[src/rtl/sdpb_stream_reader.sv]
// Read-side controller for the SDPB buffer. It issues port-B reads and returns the words as a
// valid/ready stream. A 2-entry skid FIFO catches the one-cycle-late RAM data under backpressure.
module sdpb_stream_reader #(
  parameter int ADDR_W = 9,
  parameter int DATA_W = 16,
  parameter int LEN_W  = 10
) (
  input  logic              clk,
  input  logic              rst_n,
  input  logic              start,
  input  logic [ADDR_W-1:0] start_addr,
  input  logic [LEN_W-1:0]  length,
  input  logic              abort,
  output logic              rd_ceb,
  output logic              rd_oce,
  output logic [ADDR_W-1:0] rd_adb,
  input  logic [DATA_W-1:0] rd_dout,
  output logic [DATA_W-1:0] m_data,
  output logic              m_valid,
  input  logic              m_ready,
  output logic              m_last,
  output logic              busy,
  output logic              done
);

  typedef enum logic {IDLE, RUN} state_t;

  state_t            state, state_nxt;
  logic [ADDR_W-1:0] addr;
  logic [LEN_W-1:0]  issue_cnt, out_cnt;
  logic              inflight;
  logic [DATA_W-1:0] fifo_mem [2];
  logic              wptr, rptr;
  logic [1:0]        fifo_cnt;
  logic              done_q;

  logic       pop, issue, accept, zero_req, finish, abort_run;
  logic [2:0] occ_after;

  assign pop       = m_valid & m_ready;
  assign abort_run = (state == RUN) & abort;
  assign accept    = (state == IDLE) & start & ~abort & (length != '0);
  assign zero_req  = (state == IDLE) & start & ~abort & (length == '0);
  assign finish    = (state == RUN) & ~abort & pop & (out_cnt == LEN_W'(1));

  // Occupancy (FIFO words + read in flight) after this cycle's pop must leave room for one more.
  assign occ_after = {1'b0, fifo_cnt} + {2'b0, inflight} - {2'b0, pop};
  assign issue     = (state == RUN) & ~abort & (issue_cnt != '0) & (occ_after < 3'd2);

  assign rd_ceb  = issue;
  assign rd_oce  = 1'b1;
  assign rd_adb  = addr;
  assign m_valid = (fifo_cnt != 2'd0);
  assign m_data  = fifo_mem[rptr];
  assign m_last  = m_valid & (out_cnt == LEN_W'(1));
  assign busy    = (state == RUN);
  assign done    = done_q;

  always_comb begin
    state_nxt = state;
    case (state)
      IDLE: if (accept) state_nxt = RUN;
      RUN:  if (abort || finish) state_nxt = IDLE;
      default: state_nxt = IDLE;
    endcase
  end

  always_ff @(posedge clk) begin
    if (!rst_n) begin
      state       <= IDLE;
      addr        <= '0;
      issue_cnt   <= '0;
      out_cnt     <= '0;
      inflight    <= 1'b0;
      fifo_mem[0] <= '0;
      fifo_mem[1] <= '0;
      wptr        <= 1'b0;
      rptr        <= 1'b0;
      fifo_cnt    <= 2'd0;
      done_q      <= 1'b0;
    end else begin
      state  <= state_nxt;
      done_q <= finish | zero_req;

      if (accept) begin
        addr      <= start_addr;
        issue_cnt <= length;
        out_cnt   <= length;
      end else if (issue) begin
        addr      <= addr + ADDR_W'(1);
        issue_cnt <= issue_cnt - LEN_W'(1);
      end
      if (pop && state == RUN && !abort) out_cnt <= out_cnt - LEN_W'(1);

      // Abort drops queued words and the read still coming back from the RAM.
      inflight <= issue;
      if (abort_run) begin
        wptr     <= 1'b0;
        rptr     <= 1'b0;
        fifo_cnt <= 2'd0;
      end else begin
        if (inflight) begin
          fifo_mem[wptr] <= rd_dout;
          wptr           <= ~wptr;
        end
        if (pop) rptr <= ~rptr;
        fifo_cnt <= fifo_cnt + {1'b0, inflight} - {1'b0, pop};
      end
    end
  end

endmodule

[config.mk]
export PLATFORM = sky130hd
export DESIGN_NAME = sdpb_stream_reader
export DESIGN_NICKNAME = d
export VERILOG_FILES = /design/src/rtl/sdpb_stream_reader.sv
export SDC_FILE = /design/constraint.sdc
export NUM_CORES = 1
export LEC_CHECK = 0
export CORE_MARGIN = 4
export CORE_UTILIZATION = 60
export DETAILED_ROUTE_END_ITERATION = 8
export DONT_BUFFER_PORTS = 1
export PLACE_DENSITY = 0.76
export RECOVER_POWER = 100
export SYNTH_ARGS = -nofsm -noshare
export SYNTH_HDL_FRONTEND = slang
export SYNTH_SLANG_ARGS = --single-unit
export TNS_END_PERCENT = 5
[constraint.sdc]
create_clock -name clk -period 3.5 [get_ports clk]
set_input_delay 0.35 -clock clk [delete_from_list [all_inputs] [get_ports clk]]
set_output_delay 0.35 -clock clk [all_outputs]
set_load 0.05 [all_outputs]
* After elaboration in Yosys (flattened, before gate mapping) *
Memories as Yosys holds them, arrays and structs flattened. A register that Yosys moved wholly into a read port is not among the register bits.
Cells that the tools add are included.

operators by class
  equality and inequality tests = 1
  reductions and logical operators = 12
  $lt $le $gt $ge = 1
  mux-type cells = 19
  $add $sub $neg = 7
  bitwise operators = 18

operator list
  kind                                                                          count
  10-bit 2-to-1 mux                                                             4
  10-bit nonzero test                                                           2
  10-bit by 1-bit subtractor with 10-bit output, second input constant          2
  9-bit 2-to-1 mux                                                              2
  16-bit 2-to-1 mux                                                             1
  16-bit OR reduction                                                           1
  1-bit bitwise AND                                                             12
  1-bit 2-to-1 mux                                                              11
  10-bit by 1-bit == test with 1-bit output, second input constant              1
  10-bit zero test                                                              1
  9-bit by 1-bit adder with 9-bit output, second input constant                 1
  2-bit nonzero test                                                            3
  1-bit inverter                                                                5
  2-bit by 1-bit adder with 3-bit output                                        1
  3-bit by 2-bit less-than comparator with 1-bit output, second input constant  1
  3-bit by 1-bit subtractor with 3-bit output                                   1
  2-bit by 1-bit adder with 2-bit output                                        1
  1-bit logical AND                                                             2
  1-bit one-hot mux with 2 select lines                                         1
  2-bit OR reduction                                                            1
  2-bit by 1-bit subtractor with 2-bit output                                   1
  1-bit zero test                                                               1
  1-bit logical OR                                                              1
  1-bit OR                                                                      1

storage, ports and cells
  output and inout bits = 31
  memories = 1
  bits in registers = 36
  bits in writable memories = 32
  bits of input ports = 40

memories
  memory    depth  width  read ports  clocked after memory_dff  wr ports  line  text
  fifo_mem  2      16     1           1                         2         32    logic [DATA_W-1:0] fifo_mem [2];

* Longest topological paths before layout *
  word-level depth = 7
  depth in mapped cells = 11
  mapped depth without buffers = 11

* Worst setup path before layout *
Ideal clock, no wire load.

  path kind = reg-to-reg
  start = register fifo_cnt[0]
  end = register issue_cnt[2]
  slack = 0.831 ns
  path buffers = 0
  clock period less this slack = 2.669 ns
  required time = 3.380 ns
  stages on the path, launching flop included = 12
  arrival time = 2.550 ns
  cells stage by stage = dfxtp_1 > inv_1 > nand3_1 > o21ai_0 > ha_1 > fa_1 > xnor2_1 > nor3_2 > nand2_1 > inv_1 > a21oi_1 > o31a_1

on the way
  cells in the longest elaborated chain, start to end = 6
  elaborated cells between the ends (all ways) = 7
  those cells by class = add/sub (2); order compare (1); bitwise (2); reduce/logical (2)

ends and longest elaborated chain
  element                                                                                         line  text
  from (decl)                                                                                     34    logic [1:0] fifo_cnt;
  from (signal assigned)                                                                          107   fifo_cnt <= fifo_cnt + {1'b0, inflight} - {1'b0, pop};
  parallel branches: the longest is 2 deep, another holds 2-bit by 1-bit adder with 3-bit output  -
  3-bit by 1-bit subtractor with 3-bit output (*)                                                 47    assign occ_after = {1'b0, fifo_cnt} + {2'b0, inflight} - {2'b0, pop};
  3-bit by 2-bit less-than comparator with 1-bit output (*)                                       48    assign issue = (state == RUN) & ~abort & (issue_cnt != '0) & (occ_after < 3'd2);
  1-bit bitwise AND (*)                                                                           48
  net rd_ceb                                                                                      14    output logic rd_ceb,
  2-bit nonzero test (no source line) (*)                                                         -
  to (signal assigned)                                                                            87    issue_cnt <= length;
  to (signal assigned)                                                                            91    issue_cnt <= issue_cnt - LEN_W'(1);
  to (decl)                                                                                       30    logic [LEN_W-1:0] issue_cnt, out_cnt;

Mark *: on every way through the listed nets, which the timed path passes.
A chain may end at the register's enable or synchronous reset.

* Final worst setup path *
  start = register fifo_cnt[0]
  end = register addr[3] (netlist: rd_adb[3])

on the way
  cells in the longest elaborated chain, start to end = 6
  elaborated cells between the ends (all ways) = 7
  those cells by class = add/sub (2); order compare (1); bitwise (2); reduce/logical (2)

ends and longest elaborated chain
  element                                                                                         line  text
  parallel branches: the longest is 2 deep, another holds 2-bit by 1-bit adder with 3-bit output  -
  3-bit by 1-bit subtractor with 3-bit output (*)                                                 47
  3-bit by 2-bit less-than comparator with 1-bit output (*)                                       48
  1-bit bitwise AND (*)                                                                           48
  2-bit nonzero test (no source line) (*)                                                         -
  to (signal assigned)                                                                            86    addr <= start_addr;
  to (signal assigned)                                                                            90    addr <= addr + ADDR_W'(1);
  to (decl)                                                                                       29    logic [ADDR_W-1:0] addr;

Every way passes the cells marked *.

==> summary.md <==
| Metric | Value |
|---|---|
| Max-cap violations | 0 |
| Cells on Worst Hold Path | 1 |
| CTS Hold Bufs | 0 |
| Core box area | between 5000 and 6000 µm² |
| Fmax achieved | 326 MHz |
| Prevailing post-synth register cell | dfxtp_1 |
| Initial antenna violation count | 0 |
| Buf/Inv on CP | 1 |
| Slew margin rel. | 39.3% |
| Worst Tran Pin Value | between 0.9 and 1 ns |
| Area Growth Syn to Fin | 8.30% |
| Dpl hpwl | 5.35 mm |
| Synth Register Bits | 69 |
| H-tree depth | 3 |
| Crit path launch type | flip-flop |
| Post-DRT Antenna Nets | 0 |
| Diode count | 0 |
| WL/cell | about 18 µm |
| Fraction of layout cells with a size suffix above 1 | under 10% |
| Initial drt markers | 115 |
| Outcome | finished, final reports clean |
| Pre-antenna DRT Iters | 4 |
| Critical-path cell list | inv_1, nand3_1, o21ai_0, ha_1, fa_1, xnor2_1, or3_1, o21ai_0, a21oi_1, a2111oi_0 |
| Number of I/O port buffers | 0 |
| LEAKAGE | ~1.4 nW |
| # clock sinks | 69 |
| Clk_lat worst skew | between 0.3 and 0.4 ns |
| Clock Skew | between 0.007 and 0.008 ns |
| Yosys top cell area share | 27.6% |
| Worst R2R End | rd_adb[3] |
| RePlAce Congestion | roughly 0.9 |
| Critical path's largest stage delay | 0.57 ns |
| Crit path time final | approximately 3.1 ns |
| Final setup violation count | 0 |
| Die W | ~84 µm |
| Total number of vias | roughly 2600 |
| Hold Path End | busy |
| Post-Syn Instances | between 300 and 400 |
| Async SR Flop Fraction | 0% |
| CP delay by family, top | compound AO/OA/AOI/OAI gates |
| WL final | roughly 7.5 mm |
| Slew Limit Fails | 0 |
| Residual DRC count | 0 |
| Largest net degree at the start of global routing | 32 |
| Post-synth EDFFs | 32 |
| Most common cell in the synthesized netlist | dfxtp_1 |
| Post-CTS Setup Repair Bufs | 0 |
| First-pass GRT wire length | 12.1 mm |
| Seq/Total Area, Yosys | 48.9% |
| FF-to-FF path depth | 10 |
| # resized after CTS | 0 |
| Crit path max fanout | 9 |
| Setup_tns | 0 ns |
| Vias in the first global route | 2525 |
| Placed insts | 406 |
| Post-synth top area cell | edfxtp_1 |
| Most common library cells after synthesis | dfxtp_1, and2_1, edfxtp_1 |
| Synthesized area per cell | between 10 and 15 µm² |
| WP data required | 3.73 ns |
| Netlist cell types | 58 |
| Total die area | ~7100 µm² |
| CP Capture Type | flip-flop |
| Reg-to-reg critical path startpoint | fifo_cnt[0] |
| Post-Syn Area | between 3000 and 4000 µm² |
| Overall Global Routing Usage | between 20% and 30% |
| Layout Cells excl Fill | between 400 and 500 |
| CTS Root Cell | clkbuf_8 |
| Row Count | 27 |
| Vias per cell | roughly 6.1 |
| Pwr dens | between 500 and 600 nW/µm² |
| Yosys synthesis warning count | 0 |
| Total grt overflow | 0 |
| Hold_sp | rst_n |
| CTS clk-pin slew, worst paths | 0.08 ns |
| Initial Utilization | ~62% |
| Syn_nets | slightly below 400 |
| Synth area leaders | edfxtp_1, dfxtp_1, and2_1 |
| RSZ-0062 raised after global routing | no |
| Max Buffers Root-to-Sink | 2 |
| TritonCTS clock tree | built |
| Setup CP Type | reg2reg |
| Worst path slowest cell | o21ai_0 |
| # IOs | roughly 70 |
| Critical Path AT | about 3.3 ns |
| Nets@finish | 392 |
| CTS Buf Count | 9 |
| Min-delay worst type | in2reg |
| Die Height | around 84 µm |
| Period utilisation layout | 87.5% |
| Cell mode on critical path | o21ai_0 |
| R2r setup slk | 0.44 ns |
| Final hold violation count | 0 |
| Maximum vdd drop | between 0.3 and 0.4 mV |
[registers in the layout (all words and copies together) (netlist names), named ones only]
| register | flops |
|---|---|
| rptr | 1 |
| out_cnt | 10 |
| done | 1 |
| rd_adb | 9 |
| wptr | 1 |
| fifo_mem | 32 |
| busy | 1 |
| issue_cnt | 10 |
| fifo_cnt | 2 |
| inflight | 1 |
[metal layers]
layer | up-vias | GRT usage (%) | routed length, µm
li1 | 1249 | - | -
met1 | 1232 | 25.2 | 2950
met2 | 95 | 36.2 | 3800
met3 | 15 | 7.36 | 611
met4 | 0 | 10.4 | 176
met5 | - | 0 | 0
[worst max-delay path by stage]
stage,from,cells after the start,end
floorplan,fifo_cnt[0],11,issue_cnt[2]
global placement,fifo_cnt[0],13,issue_cnt[2]
detailed placement,fifo_cnt[0],13,issue_cnt[2]
CTS,fifo_cnt[0],11,rd_ceb
global route,fifo_cnt[0],10,rd_adb[3]
finish,fifo_cnt[0],10,rd_adb[3]
[kinds of logic (layout without fill, tap and decap cells)]
group,count (synthesis),after routing,share of synthesized area [%]
AND/OR/NAND/NOR,144,144,23.3
AO/OA/AOI/OAI,70,70,13.9
flip-flops,69,69,48.9
buffers and inverters,27,34,3.63
multiplexers,16,16,5.17
XOR/XNOR,9,9,2.26
adder cells (fa/ha/maj),7,7,2.73
other,1,1,0.108
[cell type report]
cell class                      count  area, µm²
Fill cell                         442       1800
Sequential cell                    69       1700
Clock buffer                        9        124
Multi-Input combinational cell    247       1630
Clock inverter                      7        145
Timing Repair Buffer                7       45.0
Tap cell                           72       90.1
Inverter                           11       41.3
[worst reg2reg max path: stages (launching register included)]
cell       delay [ns]
dfxtp_1          0.33
inv_1            0.06
nand3_1          0.12
o21ai_0          0.11
ha_1             0.20
fa_1             0.39
xnor2_1          0.17
or3_1            0.51
o21ai_0          0.57
a21oi_1          0.15
a2111oi_0        0.35
[where the power goes]
group,internal [mW],switching [mW]
combinational,0.0685,0.136
sequential,0.879,0.0622
clock,0.550,0.317
total,1.50,0.515
[per-stage QoR]
stage	setup WS [ns]	area, µm²	total power, mW	hold slack, ns	util (%)
5_1_grt	0.162	3770	2.09	0.0989	67.7
3_3_place_gp	0.810	3540	1.17	0.472	63.5
3_5_place_dp	0.710	3540	1.17	0.475	63.5
4_1_cts	0.479	3810	2.04	0.106	68.4
6_report	0.437	3770	2.01	0.125	67.7
2_1_floorplan	0.831	3480	1.13	0.460	-
[layout by cell type (no fill, tap or decap), types with 5 or more instances in the layout]
master,synthesis,layout
dfxtp_1,37,37
clkbuf_8,0,9
a31oi_1,6,6
buf_4,2,5
and2_0,0,18
o21a_1,6,6
o21ai_0,11,14
o31a_1,5,5
mux2_1,0,16
xnor2_1,7,7
nand3_1,21,21
ha_1,6,6
nor2_1,21,21
and2_1,36,18
and3_1,7,7
nand2_1,21,21
edfxtp_1,32,32
nor3_1,9,10
a21oi_1,16,16
inv_1,10,10
Power figures use the tool's default switching activity.
